**src/rtl/eth_phy_init_if.sv**
```systemverilog
// rtl/eth_phy_init_if.sv - PHY register request port (request/ack handshake)
interface eth_phy_init_if;
    logic        vld;
    logic [4:0]  addr;
    logic        write;
    logic [15:0] wval;
    logic [15:0] rval;
    logic        ack;

    modport master (
        output vld, addr, write, wval,
        input  rval, ack
    );

    modport slave (
        input  vld, addr, write, wval,
        output rval, ack
    );
endinterface

```
**src/rtl/eth_phy_init.sv**
```systemverilog
// rtl/eth_phy_init.sv - PHY bring-up sequencer and owner of the SMI register port
module eth_phy_init #(
    parameter int          POR_CYCLES = 1000000,
    parameter int          POLL_GAP   = 50000,
    parameter int          POLL_MAX   = 16,
    parameter int          MAX_RETRY  = 3,
    parameter logic [15:0] ADV_VAL    = 16'h01E1
) (
    input  logic           clk_mac,
    input  logic           rst_n,
    input  logic           reinit,
    eth_phy_init_if.slave  usr,
    eth_phy_init_if.master smi,
    output logic           init_done,
    output logic           init_fail,
    output logic           busy
);

    localparam int POR_W  = (POR_CYCLES > 1) ? $clog2(POR_CYCLES) : 1;
    localparam int GAP_W  = (POLL_GAP > 1) ? $clog2(POLL_GAP) : 1;
    localparam int PCNT_W = (POLL_MAX > 1) ? $clog2(POLL_MAX) : 1;
    localparam int RTRY_W = $clog2(MAX_RETRY + 1);

    localparam logic [POR_W-1:0]  POR_LAST  = POR_W'(POR_CYCLES - 1);
    localparam logic [GAP_W-1:0]  GAP_LAST  = GAP_W'(POLL_GAP - 1);
    localparam logic [PCNT_W-1:0] POLL_LAST = PCNT_W'(POLL_MAX - 1);
    localparam logic [RTRY_W-1:0] RTRY_SAT  = RTRY_W'(MAX_RETRY);

    typedef enum logic [2:0] {
        S_POR,
        S_RST_WR,
        S_POLL_WAIT,
        S_POLL_RD,
        S_ADV_WR,
        S_AN_WR,
        S_DONE,
        S_FAIL
    } state_t;

    state_t state_q, state_nxt;

    logic [POR_W-1:0]  por_cnt;
    logic [GAP_W-1:0]  gap_cnt;
    logic [PCNT_W-1:0] poll_cnt;
    logic [RTRY_W-1:0] retry_cnt;

    logic        vld_q;
    logic [4:0]  addr_q;
    logic        write_q;
    logic [15:0] wval_q;
    logic        usr_owner_q;
    logic        usr_ack_q;
    logic [15:0] usr_rval_q;
    logic        reinit_pend_q;
    logic        done_q;
    logic        fail_q;
    logic        busy_q;

    logic        txn_done;
    logic        reinit_req;
    logic        go_reinit;
    logic        req_en;
    logic        req_fire;
    logic [4:0]  req_addr;
    logic        req_write;
    logic [15:0] req_wval;
    logic        req_usr;
    logic        attempt_fail;
    logic        retry_last;

    // A request completes when its ack is sampled; a reinit may only act once nothing is in flight.
    assign txn_done   = vld_q && smi.ack;
    assign reinit_req = reinit || reinit_pend_q;
    assign go_reinit  = reinit_req && (!vld_q || smi.ack);
    assign retry_last = (int'(retry_cnt) + 1) >= MAX_RETRY;

    assign smi.vld   = vld_q;
    assign smi.addr  = addr_q;
    assign smi.write = write_q;
    assign smi.wval  = wval_q;
    assign usr.ack   = usr_ack_q;
    assign usr.rval  = usr_rval_q;
    assign init_done = done_q;
    assign init_fail = fail_q;
    assign busy      = busy_q;

    // State register.
    always_ff @(posedge clk_mac or negedge rst_n) begin
        if (!rst_n) begin
            state_q <= S_POR;
        end else begin
            state_q <= state_nxt;
        end
    end

    // Next state and the request each state wants on the SMI port.
    always_comb begin
        state_nxt    = state_q;
        req_en       = 1'b0;
        req_addr     = 5'd0;
        req_write    = 1'b0;
        req_wval     = 16'h0000;
        req_usr      = 1'b0;
        attempt_fail = 1'b0;
        case (state_q)
            S_POR: begin
                if (por_cnt == POR_LAST) state_nxt = S_RST_WR;
            end
            S_RST_WR: begin
                req_en    = 1'b1;
                req_write = 1'b1;
                req_wval  = 16'h8000;
                if (txn_done) state_nxt = S_POLL_WAIT;
            end
            S_POLL_WAIT: begin
                if (gap_cnt == GAP_LAST) state_nxt = S_POLL_RD;
            end
            S_POLL_RD: begin
                req_en = 1'b1;
                if (txn_done) begin
                    if (!smi.rval[15]) begin
                        state_nxt = S_ADV_WR;
                    end else if (poll_cnt == POLL_LAST) begin
                        attempt_fail = 1'b1;
                        state_nxt    = retry_last ? S_FAIL : S_RST_WR;
                    end else begin
                        state_nxt = S_POLL_WAIT;
                    end
                end
            end
            S_ADV_WR: begin
                req_en    = 1'b1;
                req_addr  = 5'd4;
                req_write = 1'b1;
                req_wval  = ADV_VAL;
                if (txn_done) state_nxt = S_AN_WR;
            end
            S_AN_WR: begin
                req_en    = 1'b1;
                req_write = 1'b1;
                req_wval  = 16'h1200;
                if (txn_done) state_nxt = S_DONE;
            end
            S_DONE: begin
                // usr_ack_q high means the user is dropping the request this cycle.
                req_en    = usr.vld && !usr_ack_q;
                req_addr  = usr.addr;
                req_write = usr.write;
                req_wval  = usr.wval;
                req_usr   = 1'b1;
            end
            S_FAIL: begin
            end
            default: state_nxt = S_POR;
        endcase
        if (go_reinit) begin
            state_nxt    = S_RST_WR;
            attempt_fail = 1'b0;
        end
        req_fire = req_en && !vld_q && !reinit_req;
    end

    // Sequencing counters; all saturate at their terminal value.
    always_ff @(posedge clk_mac or negedge rst_n) begin
        if (!rst_n) begin
            por_cnt   <= '0;
            gap_cnt   <= '0;
            poll_cnt  <= '0;
            retry_cnt <= '0;
        end else begin
            if (state_q == S_POR && por_cnt != POR_LAST) por_cnt <= por_cnt + 1'b1;

            if (state_q != S_POLL_WAIT) gap_cnt <= '0;
            else if (gap_cnt != GAP_LAST) gap_cnt <= gap_cnt + 1'b1;

            if (state_q == S_RST_WR) poll_cnt <= '0;
            else if (state_q == S_POLL_RD && txn_done && smi.rval[15] && poll_cnt != POLL_LAST)
                poll_cnt <= poll_cnt + 1'b1;

            if (go_reinit) retry_cnt <= '0;
            else if (attempt_fail && retry_cnt != RTRY_SAT) retry_cnt <= retry_cnt + 1'b1;
        end
    end

    // SMI request register: raised from idle, held until ack, dropped on the ack edge.
    always_ff @(posedge clk_mac or negedge rst_n) begin
        if (!rst_n) begin
            vld_q       <= 1'b0;
            addr_q      <= 5'd0;
            write_q     <= 1'b0;
            wval_q      <= 16'h0000;
            usr_owner_q <= 1'b0;
        end else if (txn_done) begin
            vld_q       <= 1'b0;
            usr_owner_q <= 1'b0;
        end else if (req_fire) begin
            vld_q       <= 1'b1;
            addr_q      <= req_addr;
            write_q     <= req_write;
            wval_q      <= req_wval;
            usr_owner_q <= req_usr;
        end
    end

    // User completion, deferred reinit and status flags.
    always_ff @(posedge clk_mac or negedge rst_n) begin
        if (!rst_n) begin
            usr_ack_q     <= 1'b0;
            usr_rval_q    <= 16'h0000;
            reinit_pend_q <= 1'b0;
            done_q        <= 1'b0;
            fail_q        <= 1'b0;
            busy_q        <= 1'b0;
        end else begin
            usr_ack_q <= txn_done && usr_owner_q;
            if (txn_done && usr_owner_q) usr_rval_q <= smi.rval;

            if (go_reinit) reinit_pend_q <= 1'b0;
            else if (reinit) reinit_pend_q <= 1'b1;

            done_q <= (state_nxt == S_DONE);
            fail_q <= (state_nxt == S_FAIL);
            busy_q <= (state_nxt != S_DONE) && (state_nxt != S_FAIL);
        end
    end

endmodule

```
**src/flat_wrapper.sv**
```systemverilog
// flat-port wrapper written by rule: the top's interface ports become plain ports
module eth_phy_init_flat 
#(
    parameter int          POR_CYCLES = 1000000,
    parameter int          POLL_GAP   = 50000,
    parameter int          POLL_MAX   = 16,
    parameter int          MAX_RETRY  = 3,
    parameter logic [15:0] ADV_VAL    = 16'h01E1
)
  (clk_mac, rst_n, reinit, init_done, init_fail, busy, usr_vld, usr_addr, usr_write, usr_wval, usr_rval, usr_ack, smi_vld, smi_addr, smi_write, smi_wval, smi_rval, smi_ack);
  eth_phy_init_if usr_i ();
  eth_phy_init_if smi_i ();
  input  logic clk_mac;
  input  logic rst_n;
  input  logic reinit;
  output logic init_done;
  output logic init_fail;
  output logic busy;
  input wire logic [$bits(usr_i.vld)-1:0] usr_vld;
  input wire logic [$bits(usr_i.addr)-1:0] usr_addr;
  input wire logic [$bits(usr_i.write)-1:0] usr_write;
  input wire logic [$bits(usr_i.wval)-1:0] usr_wval;
  output wire logic [$bits(usr_i.rval)-1:0] usr_rval;
  output wire logic [$bits(usr_i.ack)-1:0] usr_ack;
  output wire logic [$bits(smi_i.vld)-1:0] smi_vld;
  output wire logic [$bits(smi_i.addr)-1:0] smi_addr;
  output wire logic [$bits(smi_i.write)-1:0] smi_write;
  output wire logic [$bits(smi_i.wval)-1:0] smi_wval;
  input wire logic [$bits(smi_i.rval)-1:0] smi_rval;
  input wire logic [$bits(smi_i.ack)-1:0] smi_ack;
  assign usr_i.vld = usr_vld;
  assign usr_i.addr = usr_addr;
  assign usr_i.write = usr_write;
  assign usr_i.wval = usr_wval;
  assign usr_rval = usr_i.rval;
  assign usr_ack = usr_i.ack;
  assign smi_vld = smi_i.vld;
  assign smi_addr = smi_i.addr;
  assign smi_write = smi_i.write;
  assign smi_wval = smi_i.wval;
  assign smi_i.rval = smi_rval;
  assign smi_i.ack = smi_ack;
  eth_phy_init #(.POR_CYCLES(POR_CYCLES), .POLL_GAP(POLL_GAP), .POLL_MAX(POLL_MAX), .MAX_RETRY(MAX_RETRY), .ADV_VAL(ADV_VAL)) u_core (.clk_mac(clk_mac), .rst_n(rst_n), .reinit(reinit), .usr(usr_i), .smi(smi_i), .init_done(init_done), .init_fail(init_fail), .busy(busy));
endmodule
```
**config.mk**
```make
export PLATFORM = sky130hd
export DESIGN_NAME = eth_phy_init_flat
export DESIGN_NICKNAME = d
export VERILOG_FILES = /design/src/rtl/eth_phy_init_if.sv /design/src/rtl/eth_phy_init.sv /design/src/flat_wrapper.sv
export SDC_FILE = /design/constraint.sdc
export NUM_CORES = 1
export LEC_CHECK = 0
export CAP_MARGIN = 30
export CORE_ASPECT_RATIO = 0.75
export CORE_MARGIN = 4
export CORE_UTILIZATION = 45
export DETAILED_ROUTE_END_ITERATION = 10
export PLACE_DENSITY = 0.71
export REMOVE_ABC_BUFFERS = 1
export SYNTH_ARGS = -nofsm -noshare
export SYNTH_HDL_FRONTEND = slang
export SYNTH_SLANG_ARGS = --single-unit
```
**constraint.sdc**
```tcl
create_clock -name clk_mac -period 2.4 [get_ports clk_mac]
set_input_delay 0.48 -clock clk_mac [delete_from_list [all_inputs] [get_ports clk_mac]]
set_output_delay 0.48 -clock clk_mac [all_outputs]
set_load 0.02 [all_outputs]
```
# Word level (Yosys, flattened, before mapping)
# Index checks and enable logic that the tools add are counted.
word_totals:
  register_bits: 90
  wordCells: 100
  output_inout_bits: 43
  input_bits: 43
classes:
  n_eq_ne: 18
  muxes: 33
  n_bitwise: 1
  reduce_logical: 26
  n_addsub: 5
  magnitude_cmp: 1
ops:
  columns: ["cell", "count"]
  rows:
  - ["16-bit case mux with 4 select lines", 1]
  - ["32-bit by 3-bit >= comparator with 1-bit output (second input constant)", 1]
  - ["16-bit 2-to-1 mux", 2]
  - ["3-bit 2-to-1 mux", 10]
  - ["20-bit by 1-bit adder with 20-bit output (second input constant)", 1]
  - ["20-bit equality test (second input constant)", 1]
  - ["20-bit != test (second input constant)", 1]
  - ["3-bit case mux with 6 select lines", 1]
  - ["16-bit by 1-bit adder with 16-bit output (second input constant)", 1]
  - ["16-bit equality test (second input constant)", 1]
  - ["16-bit != test (second input constant)", 1]
  - ["3-bit equality test (second input constant)", 5]
  - ["1-bit logical AND", 12]
  - ["1-bit 2-to-1 mux", 12]
  - ["5-bit case mux with 2 select lines", 1]
  - ["2-bit nonzero test", 5]
  - ["4-bit 2-to-1 mux", 2]
  - ["3-bit by 2-bit equality test with 1-bit output (second input constant)", 2]
  - ["3-bit != test (second input constant)", 2]
  - ["4-bit by 1-bit adder with 4-bit output (second input constant)", 1]
  - ["4-bit equality test (second input constant)", 1]
  - ["2-bit 2-to-1 mux", 2]
  - ["4-bit != test (second input constant)", 1]
  - ["1-bit case mux with 2 select lines", 2]
  - ["other kinds (12)", 15]

# Depth between registers and ports, before layout
logic_depth:
  ltp_word: 10
  depth_mapped: 6
  mapped_depth_nobuf: 6

# Worst setup path before layout
# OpenSTA, ideal clock, no wires.
synth_timing:
  kind: "register to register"
  from: "reg u_core.gap_cnt[10]"
  to: "reg u_core.gap_cnt[1]"
  path_buffers: 0
  period_less_slack_ps: 1686
  t_arrival_ps: 1557
  setup_time_ps: 130
  slack_ps: 714
  stages_incl_launch_ff: 5
  path_cell_list: "dfrtp_1 > or4b_4 > nor4_4 > mux2i_1 > nor2_2"
synth_between:
  elab_chain_cells: 2
synth_lines:
  columns: ["element", "line", "source"]
  rows:
  - ["start: declaration", "eth_phy_init.sv:43", "logic [GAP_W-1:0] gap_cnt;"]
  - ["start signal: assignment", "eth_phy_init.sv:174", "else if (gap_cnt != GAP_LAST) gap_cnt <= gap_cnt + 1'b1;"]
  - ["16-bit != test", "eth_phy_init.sv:174", null]
  - ["2-bit nonzero test (no source line)", null, null]
# No other way between the ends.
# A chain may end at the register's enable or synchronous reset.

# Worst setup path in the final report
layout_timing:
  from: "reg u_core.por_cnt[11]"
  to: "reg u_core.por_cnt[1]"
layout_between:
  elab_chain_cells: 2
layout_lines:
  columns: ["element", "line", "source"]
  rows:
  - ["start: declaration", "eth_phy_init.sv:42", "logic [POR_W-1:0] por_cnt;"]
  - ["start signal: assignment", "eth_phy_init.sv:171", "if (state_q == S_POR && por_cnt != POR_LAST) por_cnt <= por_cnt + 1'b1;"]
  - ["20-bit != test", "eth_phy_init.sv:171", null]
  - ["1-bit logical AND", "eth_phy_init.sv:171", null]
# No other way between the ends.

==> flow_summary.yaml <==
outcome:
  status: "finished, final reports clean"
critical_path:
  path_class: "reg -> reg"
  cp_max_fo: 5
  r2r_slack_ps: 440
  arrival_ps: 2190
  start_kind: "register"
  crit_required_ps: 2620
  reg2regPathDepth: 4
  reg2reg_from: "u_core.por_cnt[11]$_DFFE_PN0P_"
  worstSetupEndpointType: "register"
  reg2reg_to: "u_core.por_cnt[1]$_DFFE_PN0P_"
route:
  wl_um: 9370
  vias: 3342
  antenna_left: 0
  first_iter_violations: 246
  drc: 0
  first_pass_iters: 4
  routed_via_density: 5.28
  post_drt_wl_per_cell_um: 14.8
grt:
  grt_pass1_vias: 3344
  grt_pass1_wl_um: 16300
  grt_max_degree: 48
  grtUsageTotal_pct: 18.1
  antenna_found_initial: 0
  gr-total-overflow: 0
synth:
  synth_area_leader_cell: "dfrtp_1"
  syn_area_per_cell_um2: 10.5
  synth_cell_types: 57
  ys_top_cells_by_area: "dfrtp_1, nand2_1, mux2_2, xnor2_1, nor2_1"
  synthFlopType: "dfrtp_1"
  async_flop_share_pct: 100
  ys_seq_area_share_pct: 52.5
  synth_top_area_share_pct: 52.5
  synth-edff-count: 0
  synth-seq-cells: 90
  syn_inst: 409
  synth_warnings: 0
  synth_area_um2: 4290
timing:
  slew_headroom_pct: 57.0
  finalHoldViolCount: 0
  finalMaxSlewViolations: 0
  tightest_slew_ps: 636
  rsz0062_at_grt: "no"
  fin_crit_sh_pct: 81.7
  finalSetupViolCount: 0
  fmax_mhz: 510
  setup_tns_ps: 0
  clock_skew_ps: 6.65
  fin_crit_ps: 1960
finish:
  regArea_um2: 2250
  drive_above_1_share_pct: 10.9
  nFillCells: 806
  area_delta_synth_final_pct: 30.4
  antenna_cells: 0
  multi_input_area_um2: 1930
  final_nets: 550
  design_area_um2: 5590
floorplanning:
  dieWidth_um: 121
  start_util_pct: 46.8
  dieArea_um2: 11200
  fp-row-count: 30
  die_h_um: 92.6
  core_um2: 9160
  io_pins: 86
hold_path:
  hp-class: "in -> async"
place:
  post-dp-hpwl_um: 6910
  placed_cell_area_um2: 5320
  place_congestion: 0.905
  numPortBuffers: 85
clocking:
  worst_setup_hold_path_clk_slew_ps: 60
  clk_path_buf_depth: 2
  h-tree-depth: 3
  clk_latency_ps: 340
  post_cts_resized: 0
  post_cts_buffers: 0
  cts.hold.buffers_added: 0
  cts_tree: "yes"
  cts_buffers: 9
  cts-root-buf: "clkbuf_16"
  cts.sinks: 90
power:
  max-vdd-ir-drop_v: 0.000464
  p_leak_nw: 2.40
  p_per_area_nw_per_um2: 697
job:
  max_cap_violations: 0
[cells in the mapped netlist (5+ instances only)]
cell type / n
inv_1: 10
nand4_1: 10
mux2_2: 17
nor3_1: 5
o31ai_1: 9
and3_1: 5
and2_1: 5
ha_1: 6
xnor2_1: 16
nand2_1: 56
nand3_1: 18
nor4_1: 5
o21ai_0: 21
xor2_1: 10
and4_1: 6
a31oi_1: 5
a21oi_1: 12
clkbuf_1: 7
nor2b_1: 8
dfrtp_1: 90
nor2_1: 29
[flip-flops by register name, indices dropped and copies added (netlist names), 2 cells and up]
register	flops
u_core.state_q	3
u_core.poll_cnt	4
u_core.smi.wval	16
u_core.gap_cnt	16
u_core.usr.rval	16
u_core.retry_cnt	2
u_core.smi.addr	5
u_core.por_cnt	20
[critical path, stage by stage, from the launching register on]
cell     delay, ps
dfrtp_1        420
nor4b_1        400
nand4_1        330
o21ai_1        320
mux2_2         370
[layer usage]
| layer | wire (um) | part of all wire, % | track usage [%] |
|---|---|---|---|
| met1 | 4320 | 46 | 24.3 |
| met2 | 4350 | 46 | 27.8 |
| met3 | 558 | 6.0 | 6.65 |
| met4 | 146 | 1.6 | 5.38 |
| met5 | 0 | 0 | 0 |
[report_power, final]
part	switching, mW	internal [mW]	leakage, nW
Sequential	0.128	1.62	1.23
Combinational	0.469	0.372	1.03
Clock	0.557	0.751	0.132
[how the worst max path moves through the flow]
stage                                              start                              to  slack, ps  depth (start not counted)
after floorplan              u_core.state_q[1]$_DFF_PN0_  u_core.smi.addr[0]$_DFFE_PN0P_        320                          3
after global placement                           smi_ack      u_core.init_done$_DFF_PN0_        370                          5
after detailed placement                    smi_rval[15]      u_core.init_done$_DFF_PN0_        260                          5
after CTS                 u_core.por_cnt[11]$_DFFE_PN0P_   u_core.por_cnt[1]$_DFFE_PN0P_        440                          4
after global routing       u_core.por_cnt[7]$_DFFE_PN0P_   u_core.por_cnt[1]$_DFFE_PN0P_        330                          4
final                     u_core.por_cnt[11]$_DFFE_PN0P_   u_core.por_cnt[1]$_DFFE_PN0P_        440                          4
[cell usage in the layout (no fill, tap or decap), types with 3 or more instances in the layout]
| cell | instances |
|---|---|
| inv_1 | 10 |
| nand4b_1 | 3 |
| and3_1 | 5 |
| a21oi_1 | 12 |
| a31oi_1 | 5 |
| nor4_1 | 5 |
| o31ai_1 | 9 |
| mux2i_1 | 4 |
| o21ai_1 | 3 |
| dfrtp_1 | 90 |
| buf_4 | 10 |
| nor4b_1 | 3 |
| and4_1 | 6 |
| and2_1 | 5 |
| clkbuf_16 | 9 |
| ha_1 | 6 |
| o211ai_1 | 3 |
| nor2b_1 | 8 |
| clkdlybuf4s50_1 | 84 |
| nor2_1 | 29 |
| xor2_1 | 10 |
| a211oi_1 | 3 |
| nor3_1 | 5 |
| xnor2_1 | 16 |
| o21ai_0 | 21 |
| nand3_1 | 18 |
| mux2_2 | 17 |
| nand2_1 | 56 |
| nand4_1 | 10 |
[stage by stage]
step / total power, mW / std cells / setup slack, ps / utilization [%] / hold slack, ps
6_report: 3.90 / 633 / 439 / 61.1 / 121
4_1_cts: 3.93 / 633 / 435 / 61.1 / 146
3_5_place_dp: 2.63 / 618 / 259 / 58.1 / 456
2_1_floorplan: 2.25 / 395 / 323 / - / 184
5_1_grt: 4.12 / 633 / 331 / 61.1 / 178
3_3_place_gp: 2.60 / 618 / 367 / 58.1 / 457
[final cells by class]
cell class                      count  area share (%)
Sequential cell                    90            40.3
Clock inverter                      2           0.224
Tap cell                          128            2.86
Inverter                           10           0.671
Multi-Input combinational cell    295            34.6
Clock buffer                       13            4.65
Timing Repair Buffer               95            16.7
[kinds of logic after synthesis]
family,synth area share (%)
and+or+nand+nor,23.1
DFF,52.5
AOI/OAI and AO/OA,9.57
xor gates and xnor gates,5.31
buffers and inverters,2.42
muxes,5.40
adders and majority gates,1.75
Note: power is estimated with default switching activity, not from simulation.
